**config.mk**
```make
export PLATFORM = sky130hd
export DESIGN_NAME = pll_lock_sequencer
export DESIGN_NICKNAME = d
export VERILOG_FILES = /design/src/rtl/pll_lock_sequencer.sv
export SDC_FILE = /design/constraint.sdc
export NUM_CORES = 1
export LEC_CHECK = 0
export CAP_MARGIN = 20
export CORE_ASPECT_RATIO = 1.75
export CORE_UTILIZATION = 47
export DETAILED_ROUTE_END_ITERATION = 6
export PLACE_DENSITY = 0.65
export SYNTH_ARGS = -nofsm -noshare
export SYNTH_HDL_FRONTEND = slang
export SYNTH_SLANG_ARGS = --single-unit
export TNS_END_PERCENT = 50
```
**constraint.sdc**
```tcl
create_clock -name clk -period 2.9 [get_ports clk]
set_clock_uncertainty 0.2 [all_clocks]
set_input_delay 0.58 -clock clk [delete_from_list [all_inputs] [get_ports clk]]
set_output_delay 0.58 -clock clk [all_outputs]
set_load 0.01 [all_outputs]
```
**src/rtl/pll_lock_sequencer.sv**
```systemverilog
// pll_lock_sequencer: lock-qualified staged reset generator behind the PLL.
// Synchronises the raw PLL lock flag and waits for it to stay high for
// STABLE_CYCLES cycles. It then releases N_CHAN active-low domain resets in
// order, STAGE_GAP cycles apart. Any lock loss after the first release
// re-asserts every domain reset on one edge and is counted for diagnostics.
//
// Ports:
//   clk              PLL global output clock
//   reset_n          asynchronous active-low reset
//   pll_locked       raw PLL LOCK, asynchronous to clk
//   clear_sticky     synchronous clear of lock_lost_sticky (a same-edge loss wins)
//   rst_out_n        active-low domain resets; bit 0 is released first
//   ready            all channels released and lock still held
//   lock_lost_sticky set by any counted lock loss
//   lock_lost_cnt    saturating count of lock-loss events
module pll_lock_sequencer #(
    parameter int unsigned N_CHAN        = 4,
    parameter int unsigned STABLE_CYCLES = 1024,
    parameter int unsigned STAGE_GAP     = 16,
    parameter int unsigned CNT_W         = 8
) (
    input  logic              clk,
    input  logic              reset_n,
    input  logic              pll_locked,
    input  logic              clear_sticky,
    output logic [N_CHAN-1:0] rst_out_n,
    output logic              ready,
    output logic              lock_lost_sticky,
    output logic [CNT_W-1:0]  lock_lost_cnt
);

    localparam int unsigned STAB_W = $clog2(STABLE_CYCLES + 1);
    localparam int unsigned GAP_W  = $clog2(STAGE_GAP + 1);
    localparam int unsigned CHAN_W = $clog2(N_CHAN + 1);

    typedef enum logic [1:0] {
        WAIT_LOCK = 2'd0,
        STABILIZE = 2'd1,
        RELEASE   = 2'd2,
        RUN       = 2'd3
    } state_t;

    state_t              state_q, state_d;
    logic                meta_q;
    logic                lk_s_q;
    logic [STAB_W-1:0]   stab_q, stab_d, stab_nxt;
    logic [GAP_W-1:0]    gap_q, gap_d, gap_nxt;
    logic [CHAN_W-1:0]   chan_q, chan_d;
    logic [N_CHAN-1:0]   rst_q, rst_d, chan_mask;
    logic                ready_q, ready_d;
    logic                sticky_q, sticky_d;
    logic [CNT_W-1:0]    cnt_q, cnt_d;
    logic                go_release;
    logic                lost;

    // Two-flop synchroniser for the raw lock flag; only lk_s_q is used below.
    always_ff @(posedge clk or negedge reset_n) begin
        if (!reset_n) begin
            meta_q <= 1'b0;
            lk_s_q <= 1'b0;
        end else begin
            meta_q <= pll_locked;
            lk_s_q <= meta_q;
        end
    end

    // One-hot select of the channel released next (chan_q = channels already released).
    always_comb begin
        chan_mask = '0;
        for (int unsigned i = 0; i < N_CHAN; i++) begin
            if (CHAN_W'(i) == chan_q) begin
                chan_mask[i] = 1'b1;
            end
        end
    end

    // Stable count reaching STABLE_CYCLES on an edge is what releases channel 0.
    // WAIT_LOCK loads 1, so this also covers STABLE_CYCLES == 1.
    assign stab_nxt = (state_q == WAIT_LOCK) ? STAB_W'(1) : stab_q + STAB_W'(1);
    assign gap_nxt  = gap_q + GAP_W'(1);

    // Next-state and registered-output logic.
    always_comb begin
        state_d    = state_q;
        stab_d     = stab_q;
        gap_d      = gap_q;
        chan_d     = chan_q;
        rst_d      = rst_q;
        ready_d    = ready_q;
        cnt_d      = cnt_q;
        sticky_d   = sticky_q;
        go_release = 1'b0;
        lost       = 1'b0;

        if (clear_sticky) begin
            sticky_d = 1'b0;
        end

        case (state_q)
            WAIT_LOCK: begin
                rst_d   = '0;
                ready_d = 1'b0;
                gap_d   = '0;
                chan_d  = '0;
                stab_d  = '0;
                if (lk_s_q) begin
                    if (stab_nxt == STAB_W'(STABLE_CYCLES)) begin
                        go_release = 1'b1;
                    end else begin
                        state_d = STABILIZE;
                        stab_d  = stab_nxt;
                    end
                end
            end

            // A drop here only restarts the wait; nothing has been released yet.
            STABILIZE: begin
                if (!lk_s_q) begin
                    state_d = WAIT_LOCK;
                    stab_d  = '0;
                end else if (stab_nxt == STAB_W'(STABLE_CYCLES)) begin
                    go_release = 1'b1;
                end else begin
                    stab_d = stab_nxt;
                end
            end

            // Loss takes priority over a stage release landing on the same edge.
            RELEASE: begin
                if (!lk_s_q) begin
                    lost = 1'b1;
                end else if (gap_nxt == GAP_W'(STAGE_GAP)) begin
                    gap_d  = '0;
                    rst_d  = rst_q | chan_mask;
                    chan_d = chan_q + CHAN_W'(1);
                    if (chan_q == CHAN_W'(N_CHAN - 1)) begin
                        state_d = RUN;
                        ready_d = 1'b1;
                    end
                end else begin
                    gap_d = gap_nxt;
                end
            end

            RUN: begin
                if (!lk_s_q) begin
                    lost = 1'b1;
                end else begin
                    rst_d   = '1;
                    ready_d = 1'b1;
                end
            end

            default: begin
                state_d = WAIT_LOCK;
                rst_d   = '0;
                ready_d = 1'b0;
            end
        endcase

        // First release: channel 0 goes on this edge; a single channel goes straight to RUN.
        if (go_release) begin
            stab_d = '0;
            gap_d  = '0;
            chan_d = CHAN_W'(1);
            rst_d  = N_CHAN'(1);
            if (N_CHAN == 1) begin
                state_d = RUN;
                ready_d = 1'b1;
            end else begin
                state_d = RELEASE;
                ready_d = 1'b0;
            end
        end

        // Counted loss: every domain asserts on one edge; sticky set beats clear.
        if (lost) begin
            state_d  = WAIT_LOCK;
            rst_d    = '0;
            ready_d  = 1'b0;
            stab_d   = '0;
            gap_d    = '0;
            chan_d   = '0;
            sticky_d = 1'b1;
            if (cnt_q != {CNT_W{1'b1}}) begin
                cnt_d = cnt_q + CNT_W'(1);
            end
        end
    end

    // State and output registers.
    always_ff @(posedge clk or negedge reset_n) begin
        if (!reset_n) begin
            state_q  <= WAIT_LOCK;
            stab_q   <= '0;
            gap_q    <= '0;
            chan_q   <= '0;
            rst_q    <= '0;
            ready_q  <= 1'b0;
            sticky_q <= 1'b0;
            cnt_q    <= '0;
        end else begin
            state_q  <= state_d;
            stab_q   <= stab_d;
            gap_q    <= gap_d;
            chan_q   <= chan_d;
            rst_q    <= rst_d;
            ready_q  <= ready_d;
            sticky_q <= sticky_d;
            cnt_q    <= cnt_d;
        end
    end

    assign rst_out_n        = rst_q;
    assign ready            = ready_q;
    assign lock_lost_sticky = sticky_q;
    assign lock_lost_cnt    = cnt_q;

endmodule

```
==> reports/qor.txt, run 1 <==
EDFF count, synth: 0
Arr. time, crit path: 2.56 ns
Comb power frac: 27.3%
Antenna violations before repair: 0
Total of max-cap violations: 0
Cells after synthesis: 244
Hold_sp: meta_q
Die ar.: 5070 sq um
# DRC: 0
Stages on worst setup path: 7
R2R depth: 7
Vias per inst: 5.83
Number of gates resized after CTS: 0
Net Sw Frac: 32.6%
Total CTS buffers: 5
Worst path buffer plus inverter count: 0
Initial Util: 50.1%
Number of fill cells in the layout: 402
Crit path largest cell delay: 0.45 ns
CTS tree: done
Max transition margin: 45.4%
Die X: 54.3 um
HPWL after DPL: 3640 um
Clk_lat worst skew: 0.29 ns
Leak pwr: 1.16 nW
Final GP Congestion: 0.802
Drt wl/cell: 15.7 um
Final Setup Violations: 0
Async SR Flop Fraction: 100%
CTS clk-pin slew, worst paths: 0.08 ns
Post-Place Cells: 308
RSZ-0062 raised after global routing: false
Vias in the first global route: 1760
Vias: 1841
Fin. Hold Viols: 0
Synthesized area per cell: 9.20 sq um
Req. time, crit path: 2.86 ns
Post-route ant nets: 0
Register area share after synthesis: 41.2%
Synth Register Bits: 37
Core Box Area: 4480 sq um
Tightest hold margin: 0.151 ns
Clk root buf: clkbuf_8
Antenna Diode Count: 0
Worst-margin pin slew: 0.819 ns
FF-to-FF Start: stab_q[0]
# rows: 32
Commonest non-fill, non-tap cell in the layout: dfrtp_1
DR iter-0 viols: 40
Final min period: 2.60 ns
Crit path kind: flip-flop to flip-flop
Gr usage total: 22.1%
Final Max Tran Viols: 0
CP Max Fanout: 9
Max Clk Rate: 0.384 GHz
Critical path origin: stab_q[0]
Fin cells: 316
Crit path max-delay family: simple AND/OR/NAND/NOR gates
CP Capture Point: rst_out_n[0]
Post-Route WL: 4960 um
First-pass detailed-route iteration total: 4
Cts hold-fix bufs: 0
Commonest cells after routing, fill and taps aside: dfrtp_1 (37), nand2_1 (24), nor2_1 (19)
Ys flop type: dfrtp_1
Remaining global-route overflow: 0
Hold crit path type: flip-flop to flip-flop
Clock tree buffer depth: 2
Clock Power Share: 32.8%
Area delta synth->final: 15.7%
Share of cells above drive strength 1: 10.9%
First-pass GRT wire length: 8090 um
Worst VDD drop: 509 uV
Critical-path top delay cell: dfrtp_1
Final period util: 89.7%
RR Endpoint: rst_out_n[0]
Final net count: 280
Int Pwr: 976 uW
Post CTS Setup Buffer Count: 0
Critical path capture point type: flip-flop
Num Clock Sinks: 37
Synth warn: 0
IO Pins: 18
CP Cell Sequence: ha_1 -> and4_1 -> and3_1 -> a22oi_1 -> nor4_1 -> and2_1 -> o22ai_2
NetSw: 471 uW
Die height: 93.4 um
Critical Path Source Type: flip-flop
Reg-to-reg slack, setup: 0.30 ns
Share of total power in sequential cells: 39.9%
Library cells used by synthesis: 49
Post-Synthesis Cell Area: 2250 sq um
Sum Neg Setup Slack: 0 ns
PD cells: 557 nW/um^2
Largest net degree at the start of global routing: 38
Post-Syn Nets: 260
CTS H-tree lvls: 2
IO Port Bufs: 17
Status: completed
[cell type report]
type / instances / area, sq um / share of cell area (%)
inverter: 10 / 37.5 / 1.45
sequential: 37 / 926 / 35.6
multi-input combinational: 187 / 1240 / 47.7
clock inverter: 2 / 37.5 / 1.45
timing repair buffer: 23 / 210 / 8.09
clock buffer: 6 / 82.6 / 3.18
tap: 51 / 63.8 / 2.46
[power groups by stage]
| stage | clock network, mW | registers [mW] | logic [mW] |
|---|---|---|---|
| 6_report | 0.475 | 0.577 | 0.395 |
| 2_1_floorplan | 0 | 0.577 | 0.272 |
| 3_3_place_gp | 0 | 0.585 | 0.395 |
| 3_5_place_dp | 0 | 0.586 | 0.392 |
| 4_1_cts | 0.490 | 0.577 | 0.395 |
| 5_1_grt | 0.505 | 0.585 | 0.440 |
[cell families (layout without fill, tap and decap cells)]
| group | Yosys count | count (layout) | synth area share, % |
|---|---|---|---|
| AND/OR/NAND/NOR | 98 | 98 | 22.6 |
| AO/OA/AOI/OAI | 61 | 61 | 19.2 |
| flip-flops | 37 | 37 | 41.2 |
| buffers and inverters | 20 | 41 | 3.57 |
| adder cells (fa/ha/maj) | 12 | 12 | 6.69 |
| XOR/XNOR | 10 | 10 | 3.90 |
| multiplexers | 6 | 6 | 2.79 |
[state kept, by name (all words and copies together) (netlist names)]
name,count
chan_q,3
gap_q,5
lk_s_q,1
lock_lost_cnt,8
lock_lost_sticky,1
meta_q,1
ready,1
rst_out_n,4
stab_q,11
state_q,2
[how the worst min path moves through the flow]
stage	cells past startpoint	end	slack, ns
5_1_grt	0	lk_s_q	0.17
3_3_place_gp	0	lk_s_q	0.14
6_report	0	lk_s_q	0.15
4_1_cts	0	lk_s_q	0.15
2_1_floorplan	0	chan_q[0]	0.08
3_5_place_dp	0	lk_s_q	0.13
[cell usage after synthesis (4+ instances only)]
| cell | n | share of area [%] |
|---|---|---|
| and2_1 | 4 | 1.1 |
| nand4_1 | 5 | 1.4 |
| nor3_1 | 8 | 1.8 |
| a31oi_1 | 10 | 2.8 |
| a22oi_1 | 4 | 1.3 |
| a21oi_1 | 12 | 2.7 |
| nor2b_1 | 5 | 1.4 |
| nand2b_1 | 5 | 1.4 |
| dfrtp_1 | 37 | 41 |
| nand2_1 | 24 | 4.0 |
| inv_1 | 10 | 1.7 |
| mux2i_1 | 4 | 1.8 |
| nor4_1 | 6 | 1.7 |
| clkbuf_1 | 6 | 1.0 |
| buf_2 | 4 | 0.89 |
| o21ai_0 | 10 | 2.2 |
| ha_1 | 12 | 6.7 |
| nand3_1 | 6 | 1.3 |
| nor2_1 | 19 | 3.2 |
| xnor2_1 | 7 | 2.7 |
| or2_2 | 4 | 1.1 |
[per-layer routing]
metal | global-route usage [%] | vias up | wire length (um)
li1 | - | 923 | -
met1 | 23.3 | 890 | 2000
met2 | 40.1 | 20 | 2780
met3 | 4.23 | 8 | 102
met4 | 8.55 | 0 | 77
met5 | 0 | - | 0
[stage by stage]
| step | power [mW] | util (%) | cell area, sq um | setup slack (ns) |
|---|---|---|---|---|
| floorplan | 0.849 | - | 2250 | 0.566 |
| global placement | 0.979 | 55.2 | 2480 | 0.446 |
| detailed placement | 0.978 | 55.2 | 2480 | 0.372 |
| CTS | 1.46 | 57.9 | 2600 | 0.320 |
| global route | 1.53 | 57.9 | 2600 | 0.129 |
| finish | 1.45 | 57.9 | 2600 | 0.299 |
Note: power is estimated with default switching activity, not from simulation.
==> run 2, diff against run 1 <==
--- a/config.mk
+++ b/config.mk
@@ -6,10 +6,13 @@
 export NUM_CORES = 1
 export LEC_CHECK = 0
 export CAP_MARGIN = 20
+export CELL_PAD_IN_SITES_DETAIL_PLACEMENT = 2
+export CELL_PAD_IN_SITES_GLOBAL_PLACEMENT = 2
 export CORE_ASPECT_RATIO = 1.75
-export CORE_UTILIZATION = 47
+export CORE_UTILIZATION = 40
 export DETAILED_ROUTE_END_ITERATION = 6
-export PLACE_DENSITY = 0.65
+export DONT_BUFFER_PORTS = 1
+export PLACE_DENSITY = 0.77
 export SYNTH_ARGS = -nofsm -noshare
 export SYNTH_HDL_FRONTEND = slang
 export SYNTH_SLANG_ARGS = --single-unit
==> reports/qor.txt, run 2 (same netlist as run 1, synthesis figures left out) <==
Status: completed
IO Port Bufs: 0
Max transition margin: 60.5%
Total CTS buffers: 5
Final period util: 91.8%
Max Clk Rate: 0.376 GHz
Vias per inst: 5.84
HPWL after DPL: 4590 um
Met3 Usage GRT: 3.72%
Antenna violations before repair: 0
Num Clock Sinks: 37
Net Sw Frac: 34.0%
Final min period: 2.66 ns
Commonest non-fill, non-tap cell in the layout: dfrtp_1
Core Box Area: 5340 sq um
# rows: 35
Vias in the first global route: 2030
CP Cell Sequence: ha_1 -> and4_1 -> and3_1 -> a22oi_1 -> nor4_1 -> and2_1 -> o22ai_2
RSZ-0062 raised after global routing: false
Stages on worst setup path: 7
Post-route ant nets: 0
Crit path max-delay family: simple AND/OR/NAND/NOR gates
Area delta synth->final: 10.5%
Drt wl/cell: 19.2 um
Total of max-cap violations: 0
First-pass detailed-route iteration total: 4
Sum Neg Setup Slack: 0 ns
Comb power frac: 29.0%
Post CTS Setup Buffer Count: 0
Final net count: 266
Share of total power in sequential cells: 40.4%
Fin cells: 324
Crit path largest cell delay: 0.47 ns
Tightest hold margin: 0.108 ns
Critical-path top delay cell: dfrtp_1
Post-Route WL: 6230 um
Critical path capture point type: flip-flop
Gr usage total: 23.2%
Placed cell areas: 2350 sq um
Met2 usage: 43.1%
Die ar.: 5930 sq um
IO Pins: 18
CTS tree: done
Clock Power Share: 30.6%
Die X: 58.6 um
PD cells: 581 nW/um^2
PnR worst setup slack: 0.239 ns
Initial Util: 42.0%
Fin. Hold Viols: 0
Largest net degree at the start of global routing: 38
Int Pwr: 952 uW
Die height: 101 um
Final GP Congestion: 0.786
Post-layout util: 46.5%
Worst VDD drop: 431 uV
CP Max Fanout: 9
Post-Place Cells: 315
DR iter-0 viols: 70
Clk_lat worst skew: 0.30 ns
Final Max Tran Viols: 0
Leak pwr: 1.12 nW
Antenna Diode Count: 0
Req. time, crit path: 2.86 ns
Worst path buffer plus inverter count: 0
Vias: 1892
Biggest register: stab_q
CTS clk-pin slew, worst paths: 0.08 ns
DP Worst Slack: 0.349 ns
Post-route cell area: 2480 sq um
Number of flip-flops in the largest register: 11
Remaining global-route overflow: 0
Share of cells above drive strength 1: 11.6%
Final Setup Violations: 0
GRT busiest layer: met2
R2R depth: 7
# DRC: 0
Hold Crit Depth: 0
Worst-margin pin slew: 0.589 ns
GR Layer Usage met1: 24.3%
Arr. time, crit path: 2.62 ns
NetSw: 491 uW
Clock tree buffer depth: 2
Hold crit path type: primary input to flip-flop
Overall power: 1.44 mW
Commonest cells after routing, fill and taps aside: dfrtp_1 (37), nand2_1 (24), nor2_1 (19)
Critical Path Source Type: flip-flop
Clk root buf: clkbuf_8
Crit path kind: flip-flop to flip-flop
First-pass GRT wire length: 10200 um
CTS H-tree lvls: 2
[run 2: cell count changes in the layout (fill, tap and decap cells not counted)]
cell             change
buf_12               +1
buf_2                -1
buf_4                +1
clkbuf_8             -1
clkdlybuf4s50_1     -16
clkinv_2             +1
clkinvlp_4           -1
dlygate4sd3_1        +1
[run 2: per-layer routing]
metal  wire length, um  share of wire, %  up-vias
li1                  -                 -      897
met1              2370                38      953
met2              3520                56       25
met3               111               1.8       17
met4               231               3.7        0
met5                 0                 0        -
[run 2: power groups by stage]
| stage | clock, mW | sequential (mW) | combinational [mW] |
|---|---|---|---|
| 2_1_floorplan | 0 | 0.577 | 0.272 |
| 3_3_place_gp | 0 | 0.588 | 0.399 |
| 3_5_place_dp | 0 | 0.592 | 0.406 |
| 4_1_cts | 0.453 | 0.584 | 0.426 |
| 5_1_grt | 0.466 | 0.588 | 0.463 |
| 6_report | 0.441 | 0.583 | 0.419 |
[run 2: final cells by class]
type	count	area, sq um
inverter	10	37.5
sequential	37	926
fill	613	2860
timing repair buffer	9	82.6
tap	74	92.6
clock buffer	5	68.8
clock inverter	2	35.0
multi-input combinational	187	1240
[run 2: repair_timing]
action                     4_1_cts  5_1_grt
hold endpoints to repair        37        0
setup endpoints to repair        0        0
gates resized for setup          0        0
hold buffers                     2        0
[run 2: final timing paths]
kind | from | end | slack [ns]
setup reg to reg | stab_q[0] | rst_out_n[0] | 0.24
max in group asynchronous | reset_n | rst_out_n[1] | 1.76
hold / removal | pll_locked | meta_q | 0.11
min in group asynchronous | reset_n | gap_q[1] | 0.54
hold reg to reg | meta_q | lk_s_q | 0.16
setup / recovery | stab_q[0] | rst_out_n[0] | 0.24
